$ cat config.mk
export PLATFORM = sky130hd
export DESIGN_NAME = regfile_wr_arbiter
export DESIGN_NICKNAME = d
export VERILOG_FILES = /design/src/rtl/regfile_wr_arbiter_pkg.sv /design/src/rtl/regfile_wr_arbiter_wr_fifo.sv /design/src/rtl/regfile_wr_arbiter.sv
export SDC_FILE = /design/constraint.sdc
export NUM_CORES = 1
export LEC_CHECK = 0
export ABC_AREA = 1
export CORE_MARGIN = 3
export CORE_UTILIZATION = 43
export CTS_CLUSTER_SIZE = 25
export DETAILED_ROUTE_END_ITERATION = 8
export PLACE_DENSITY = 0.77
export SLEW_MARGIN = 20
export SYNTH_ARGS = -nofsm -noshare
export SYNTH_HDL_FRONTEND = slang
export SYNTH_SLANG_ARGS = --single-unit
$ cat constraint.sdc
create_clock -name clk -period 4.7 [get_ports clk]
set_input_delay 0.705 -clock clk [delete_from_list [all_inputs] [get_ports clk]]
set_output_delay 0.705 -clock clk [all_outputs]
set_load 0.05 [all_outputs]
$ cat src/rtl/regfile_wr_arbiter_pkg.sv
`default_nettype none
// ============================================================================
// Module      : regfile_wr_arbiter_pkg
// Description : Shared widths and starve-FSM encodings for the RF write arbiter.
// Revision    : 1.0 - initial release
// ============================================================================
package regfile_wr_arbiter_pkg;

    localparam int REG_ADDR_W = 5;
    localparam int DATA_W     = 32;

    typedef enum logic [1:0] {
        ST_IDLE  = 2'd0,
        ST_WAIT  = 2'd1,
        ST_FORCE = 2'd2
    } starve_state_e;

    function automatic logic [31:0] addr_onehot(input logic [REG_ADDR_W-1:0] addr);
        return 32'd1 << addr;
    endfunction

endpackage
`default_nettype wire

$ cat src/rtl/regfile_wr_arbiter_wr_fifo.sv
`default_nettype none
// ============================================================================
// Module      : wr_fifo
// Description : DEPTH-entry FIFO of pending MDU register writes.
// Revision    : 1.0 - initial release
// ============================================================================
module wr_fifo
    import regfile_wr_arbiter_pkg::*;
#(
    parameter int   DEPTH = 2,
    localparam int  CNT_W = $clog2(DEPTH) + 1
) (
    input  logic                        clk,
    input  logic                        rst,
    input  logic                        push,
    input  logic [REG_ADDR_W-1:0]       push_addr,
    input  logic [DATA_W-1:0]           push_data,
    input  logic                        pop,
    output logic                        full,
    output logic                        empty,
    output logic [CNT_W-1:0]            count,
    output logic [REG_ADDR_W-1:0]       head_addr,
    output logic [DATA_W-1:0]           head_data,
    output logic [DEPTH-1:0]            entry_valid,
    output logic [DEPTH*REG_ADDR_W-1:0] entry_addr
);

    localparam int PTR_W = $clog2(DEPTH);

    logic [REG_ADDR_W-1:0] r_addr [DEPTH];
    logic [DATA_W-1:0]     r_data [DEPTH];
    logic [DEPTH-1:0]      r_valid;
    logic [PTR_W-1:0]      r_wr_ptr;
    logic [PTR_W-1:0]      r_rd_ptr;
    logic [CNT_W-1:0]      r_count;
    logic                  w_push;
    logic                  w_pop;

    assign full  = (r_count == CNT_W'(DEPTH));
    assign empty = (r_count == '0);
    assign count = r_count;

    // Guards keep pointers sane even if a caller misbehaves.
    assign w_push = push && !full;
    assign w_pop  = pop && !empty;

    always_ff @(posedge clk or posedge rst) begin
        if (rst) begin
            r_wr_ptr <= '0;
            r_rd_ptr <= '0;
            r_count  <= '0;
            r_valid  <= '0;
            for (int i = 0; i < DEPTH; i++) begin
                r_addr[i] <= '0;
                r_data[i] <= '0;
            end
        end else begin
            if (w_push) begin
                r_addr[r_wr_ptr]  <= push_addr;
                r_data[r_wr_ptr]  <= push_data;
                r_valid[r_wr_ptr] <= 1'b1;
                r_wr_ptr          <= r_wr_ptr + PTR_W'(1);
            end
            if (w_pop) begin
                r_valid[r_rd_ptr] <= 1'b0;
                r_rd_ptr          <= r_rd_ptr + PTR_W'(1);
            end
            case ({w_push, w_pop})
                2'b10:   r_count <= r_count + CNT_W'(1);
                2'b01:   r_count <= r_count - CNT_W'(1);
                default: r_count <= r_count;
            endcase
        end
    end

    assign head_addr   = r_addr[r_rd_ptr];
    assign head_data   = r_data[r_rd_ptr];
    assign entry_valid = r_valid;

    generate
        for (genvar gi = 0; gi < DEPTH; gi++) begin : g_entry
            assign entry_addr[gi*REG_ADDR_W +: REG_ADDR_W] = r_addr[gi];
        end
    endgenerate

endmodule
`default_nettype wire

$ cat src/rtl/regfile_wr_arbiter.sv
`default_nettype none
// ============================================================================
// Module      : regfile_wr_arbiter
// Description : Shares the RF write port between WB and buffered MDU results.
// Revision    : 1.0 - initial release
// ============================================================================
module regfile_wr_arbiter
    import regfile_wr_arbiter_pkg::*;
#(
    parameter int DEPTH      = 2,
    parameter int STARVE_MAX = 4
) (
    input  logic                  clk,
    input  logic                  rst,
    input  logic                  wb_regWr,
    input  logic [REG_ADDR_W-1:0] wb_regAddr,
    input  logic [DATA_W-1:0]     wb_regData,
    input  logic                  mdu_valid,
    input  logic [REG_ADDR_W-1:0] mdu_addr,
    input  logic [DATA_W-1:0]     mdu_data,
    output logic                  mdu_ready,
    output logic                  we,
    output logic [REG_ADDR_W-1:0] wAddr,
    output logic [DATA_W-1:0]     wData,
    output logic                  stall_req,
    output logic [31:0]           busy_mask
);

    localparam int CNT_W = $clog2(DEPTH) + 1;

    logic                        w_full;
    logic                        w_empty;
    logic [CNT_W-1:0]            w_count;
    logic [REG_ADDR_W-1:0]       w_head_addr;
    logic [DATA_W-1:0]           w_head_data;
    logic [DEPTH-1:0]            w_entry_valid;
    logic [DEPTH*REG_ADDR_W-1:0] w_entry_addr;
    logic                        w_pipe_live;
    logic                        w_push;
    logic                        w_pop;
    logic                        w_drains;
    logic [31:0]                 w_mask;

    starve_state_e r_state;
    logic [3:0]    r_starve_cnt;

    assign w_pipe_live = wb_regWr && (wb_regAddr != '0);
    assign mdu_ready   = !w_full && !rst;
    // r0 results are accepted from the MDU but never stored.
    assign w_push      = mdu_valid && mdu_ready && (mdu_addr != '0);
    assign w_pop       = !w_pipe_live && !w_empty && !rst;
    assign w_drains    = (w_count == CNT_W'(1)) && !w_push;

    wr_fifo #(
        .DEPTH (DEPTH)
    ) u_wr_fifo (
        .clk         (clk),
        .rst         (rst),
        .push        (w_push),
        .push_addr   (mdu_addr),
        .push_data   (mdu_data),
        .pop         (w_pop),
        .full        (w_full),
        .empty       (w_empty),
        .count       (w_count),
        .head_addr   (w_head_addr),
        .head_data   (w_head_data),
        .entry_valid (w_entry_valid),
        .entry_addr  (w_entry_addr)
    );

    always_comb begin
        we    = 1'b0;
        wAddr = '0;
        wData = '0;
        if (!rst) begin
            if (w_pipe_live) begin
                we    = 1'b1;
                wAddr = wb_regAddr;
                wData = wb_regData;
            end else if (!w_empty) begin
                we    = 1'b1;
                wAddr = w_head_addr;
                wData = w_head_data;
            end
        end
    end

    always_comb begin
        w_mask = '0;
        for (int i = 0; i < DEPTH; i++) begin
            if (w_entry_valid[i]) begin
                w_mask = w_mask | addr_onehot(w_entry_addr[i*REG_ADDR_W +: REG_ADDR_W]);
            end
        end
        busy_mask = w_mask & ~32'd1;
    end

    // WAIT is only ever occupied with a non-empty FIFO, so a live pipeline slot
    // there is by definition a blocked drain.
    always_ff @(posedge clk or posedge rst) begin
        if (rst) begin
            r_state      <= ST_IDLE;
            r_starve_cnt <= '0;
            stall_req    <= 1'b0;
        end else begin
            case (r_state)
                ST_IDLE: begin
                    r_starve_cnt <= '0;
                    if (w_push) begin
                        r_state <= ST_WAIT;
                    end
                end
                ST_WAIT: begin
                    if (w_pop) begin
                        r_starve_cnt <= '0;
                        if (w_drains) begin
                            r_state <= ST_IDLE;
                        end
                    end else if (w_pipe_live) begin
                        r_starve_cnt <= r_starve_cnt + 4'd1;
                        if (r_starve_cnt == 4'(STARVE_MAX - 1)) begin
                            r_state   <= ST_FORCE;
                            stall_req <= 1'b1;
                        end
                    end
                end
                ST_FORCE: begin
                    if (w_pop) begin
                        r_starve_cnt <= '0;
                        stall_req    <= 1'b0;
                        r_state      <= w_drains ? ST_IDLE : ST_WAIT;
                    end
                end
                default: begin
                    r_state      <= ST_IDLE;
                    r_starve_cnt <= '0;
                    stall_req    <= 1'b0;
                end
            endcase
        end
    end

endmodule
`default_nettype wire
==> impl_metrics.json <==
{
  "outcome": "complete, no violations",
  "synthCells": 653,
  "cts.sinks": 87,
  "synth_flop_cell": "dfrtp_1",
  "num_io_pins": 150,
  "p_clk_share_pct": 17.2,
  "cts_hold_buf": 0,
  "rsz0062_at_grt": "no",
  "power.leakage_nw": 3.025,
  "skew_ns": 0.004725,
  "nets": 870,
  "whs_path_depth": 2,
  "reg2reg_slack_ns": 2.35,
  "reg2reg_from": "u_wr_fifo.count[0]",
  "hpwl_um": 9858,
  "finalHoldViolCount": 0,
  "synth_area_um2": 4910,
  "drt-total-wl_um": 13630,
  "power.density_nw_per_um2": 563.3,
  "hold_path.class": "flip-flop to flip-flop",
  "gp_congestion": 0.8783,
  "vias": 4947,
  "area_delta_synth_final_pct": 37.13,
  "antenna_found_initial": 0,
  "dieArea_um2": 12740,
  "path_class": "input port to primary output",
  "critPathCaptureType": "primary output",
  "final_cell_area_um2": 6733,
  "num_antenna_cells": 0,
  "synth_seq_cells": 87,
  "htreeDepth": 3,
  "grt_pass1_wl_um": 22720,
  "drt_iter0_drc": 356,
  "drt_first_pass_iters": 5,
  "worstMarginPinSlew_ns": 0.9784,
  "synth.distinct_cells": 33,
  "seq_power_share_pct": 36.0,
  "synth-edff-count": 0,
  "syn_nets": 736,
  "viasPerCell": 5.308,
  "cts_tree": "done",
  "power.total_mw": 3.793,
  "fin_crit_sh_pct": 86.41,
  "critPathLaunchType": "input port",
  "slew_violations": 0,
  "cts_buffers": 9,
  "maxCapViolations": 0,
  "die_h_um": 112.9,
  "die_w_um": 112.9,
  "swShare_pct": 45.81,
  "timing.rr.end": "u_wr_fifo.r_data[43]",
  "grt_remaining_overflow": 0,
  "clkLatencyLatePin_ns": 0.33,
  "cts_root_buffer": "clkbuf_16",
  "post_cts_buffers": 0,
  "port_buffers": 148,
  "vdd_drop_max_uv": 248.0,
  "rr_worst_depth": 9,
  "fillCellCount": 966,
  "cts_resized": 0,
  "drc_errors": 0,
  "cp-endpoint": "wData[21]",
  "clk_pin_slew_ns": 0.06,
  "comb_power_share_pct": 46.8,
  "finalSetupViolations": 0,
  "core_region_area_um2": 10980,
  "grt_busiest_layer": "met2",
  "gr-usage-all-layers_pct": 21.52,
  "layout_min_cycle_time_ns": 4.061,
  "worstPathArrival_ns": 3.36,
  "clock_path_buffers": 2,
  "start_util_pct": 44.70,
  "rows": 38,
  "finalSetupTns_ns": 0,
  "synth_warnings": 0,
  "cp.required_ns": 3.99,
  "crit_fanout": 32,
  "grt_pass1_vias": 4780,
  "startpoint": "rst",
  "antenna_left": 0,
  "intPower_mw": 2.055,
  "placed_area_um2": 6457,
  "fmax_ghz": 0.2462,
  "power_switching_mw": 1.738,
  "ys_async_sr_fraction_pct": 100.0,
  "drive_gt1_share_pct": 7.576,
  "met3_usage_pct": 5.080,
  "grt_max_degree": 65,
  "routedWlPerCell_um": 14.63,
  "use_met2_pct": 33.21,
  "avgSynthCellArea_um2": 7.519,
  "yosysSeqAreaShare_pct": 44.34,
  "met1_usage_pct": 30.44,
  "relSlewSlack_pct": 34.68
}
==> synthesized netlist by cell type, types with 2 or more instances <==
cell type    n  area share, %
a21oi_1      3           0.31
a32o_1       2           0.41
buf_1        2           0.15
buf_2       15            1.5
buf_4        2           0.31
buf_6        6            1.4
clkbuf_1     7           0.54
clkinv_1     4           0.31
dfrtp_1     87             44
ha_1         5            1.3
inv_1       58            4.4
inv_2        3           0.23
nand2_1    211             16
nand2_2      2           0.25
nand3_1     82            8.4
nor2_1      13           0.99
nor2_4       4           0.92
nor3_1      15            1.5
nor4_1       6           0.76
o211ai_1     6           0.92
o21ai_0     56            5.7
o21ai_1     25            2.5
o21ai_2     23            4.1
o22ai_1      5           0.64
xnor2_1      2           0.36
xor2_1       2           0.36
==> power by group through the flow <==
stage	logic (mW)	registers [mW]	clock network (mW)
detailed placement	1.78	1.36	0
floorplan	1.29	1.29	0
global placement	1.74	1.35	0
global route	1.95	1.40	0.704
finish	1.78	1.36	0.653
CTS	1.79	1.36	0.668
==> flip-flops by register name (all words and copies together) (netlist names) <==
| register | cells |
|---|---|
| u_wr_fifo.r_rd_ptr | 1 |
| u_wr_fifo.entry_addr | 10 |
| u_wr_fifo.entry_valid | 2 |
| stall_req | 1 |
| u_wr_fifo.r_wr_ptr | 1 |
| r_starve_cnt | 4 |
| r_state | 2 |
| u_wr_fifo.r_data | 64 |
| u_wr_fifo.count | 2 |
==> cell families after synthesis <==
family	after synthesis	share of synthesized area (%)
buf+inv	98	8.970
simple gates	338	30.00
compound gates	120	14.63
xor+xnor	4	0.7137
other cells	1	0.07638
flops	87	44.34
fa+ha+maj	5	1.274
==> layout by cell type, fill, tap and decap left out, types with 5 or more instances in the layout <==
master           instances
clkbuf_16                9
ha_1                     5
nand3_1                 82
nor4_1                   6
o211ai_1                 6
dfrtp_1                 87
nor2_1                  13
buf_4                    6
o21ai_0                 56
inv_1                   57
clkdlybuf4s50_1        148
nand2_1                211
o21ai_2                 23
nor3_1                  15
o22ai_1                  5
o21ai_1                 25
==> critical path, cell delays in order <==
cell,delay (ns)
clkdlybuf4s50_1,0.55
nor2_1,0.23
nand2_2,0.22
nor2_4,0.22
buf_4,0.38
nand2_1,0.12
nand3_1,0.11
clkdlybuf4s50_1,0.80
==> metrics by stage <==
stage | hold WS [ns] | std cells | utilization (%) | setup slack [ns]
final | 0.4756 | 932 | 61.30 | 0.6389
after global routing | 0.5020 | 932 | 61.30 | 0.4692
after CTS | 0.4800 | 932 | 61.30 | 0.6499
after detailed placement | 0.4657 | 916 | 58.79 | 0.6632
after global placement | 0.4647 | 916 | 58.79 | 0.6689
after floorplan | 0.4534 | 653 | - | 1.271
==> worst min path at each step <==
stage / startpoint / to / slack [ns]
4_1_cts: stall_req / stall_req / 0.48
5_1_grt: stall_req / stall_req / 0.50
3_5_place_dp: stall_req / stall_req / 0.47
2_1_floorplan: u_wr_fifo.r_data[10] / u_wr_fifo.r_data[10] / 0.45
6_report: stall_req / stall_req / 0.48
3_3_place_gp: u_wr_fifo.r_data[54] / u_wr_fifo.r_data[54] / 0.46
==> layout make-up <==
| cell class | count | area, um2 | share of cell area, % |
|---|---|---|---|
| clock buffer | 10 | 239.0 | 3.550 |
| timing repair buffer | 156 | 1567 | 23.27 |
| tap | 140 | 175.2 | 2.602 |
| multi-input combinational | 468 | 2292 | 34.05 |
| inverter | 65 | 246.5 | 3.661 |
| clock inverter | 6 | 36.28 | 0.5389 |
| sequential | 87 | 2177 | 32.34 |
==> layer usage <==
metal | up-vias | routed length [um]
met5 | - | 0
met4 | 0 | 199
met3 | 18 | 1024
met2 | 200 | 6280
met1 | 2326 | 6128
li1 | 2403 | -
(Power assumes the default switching activity.)
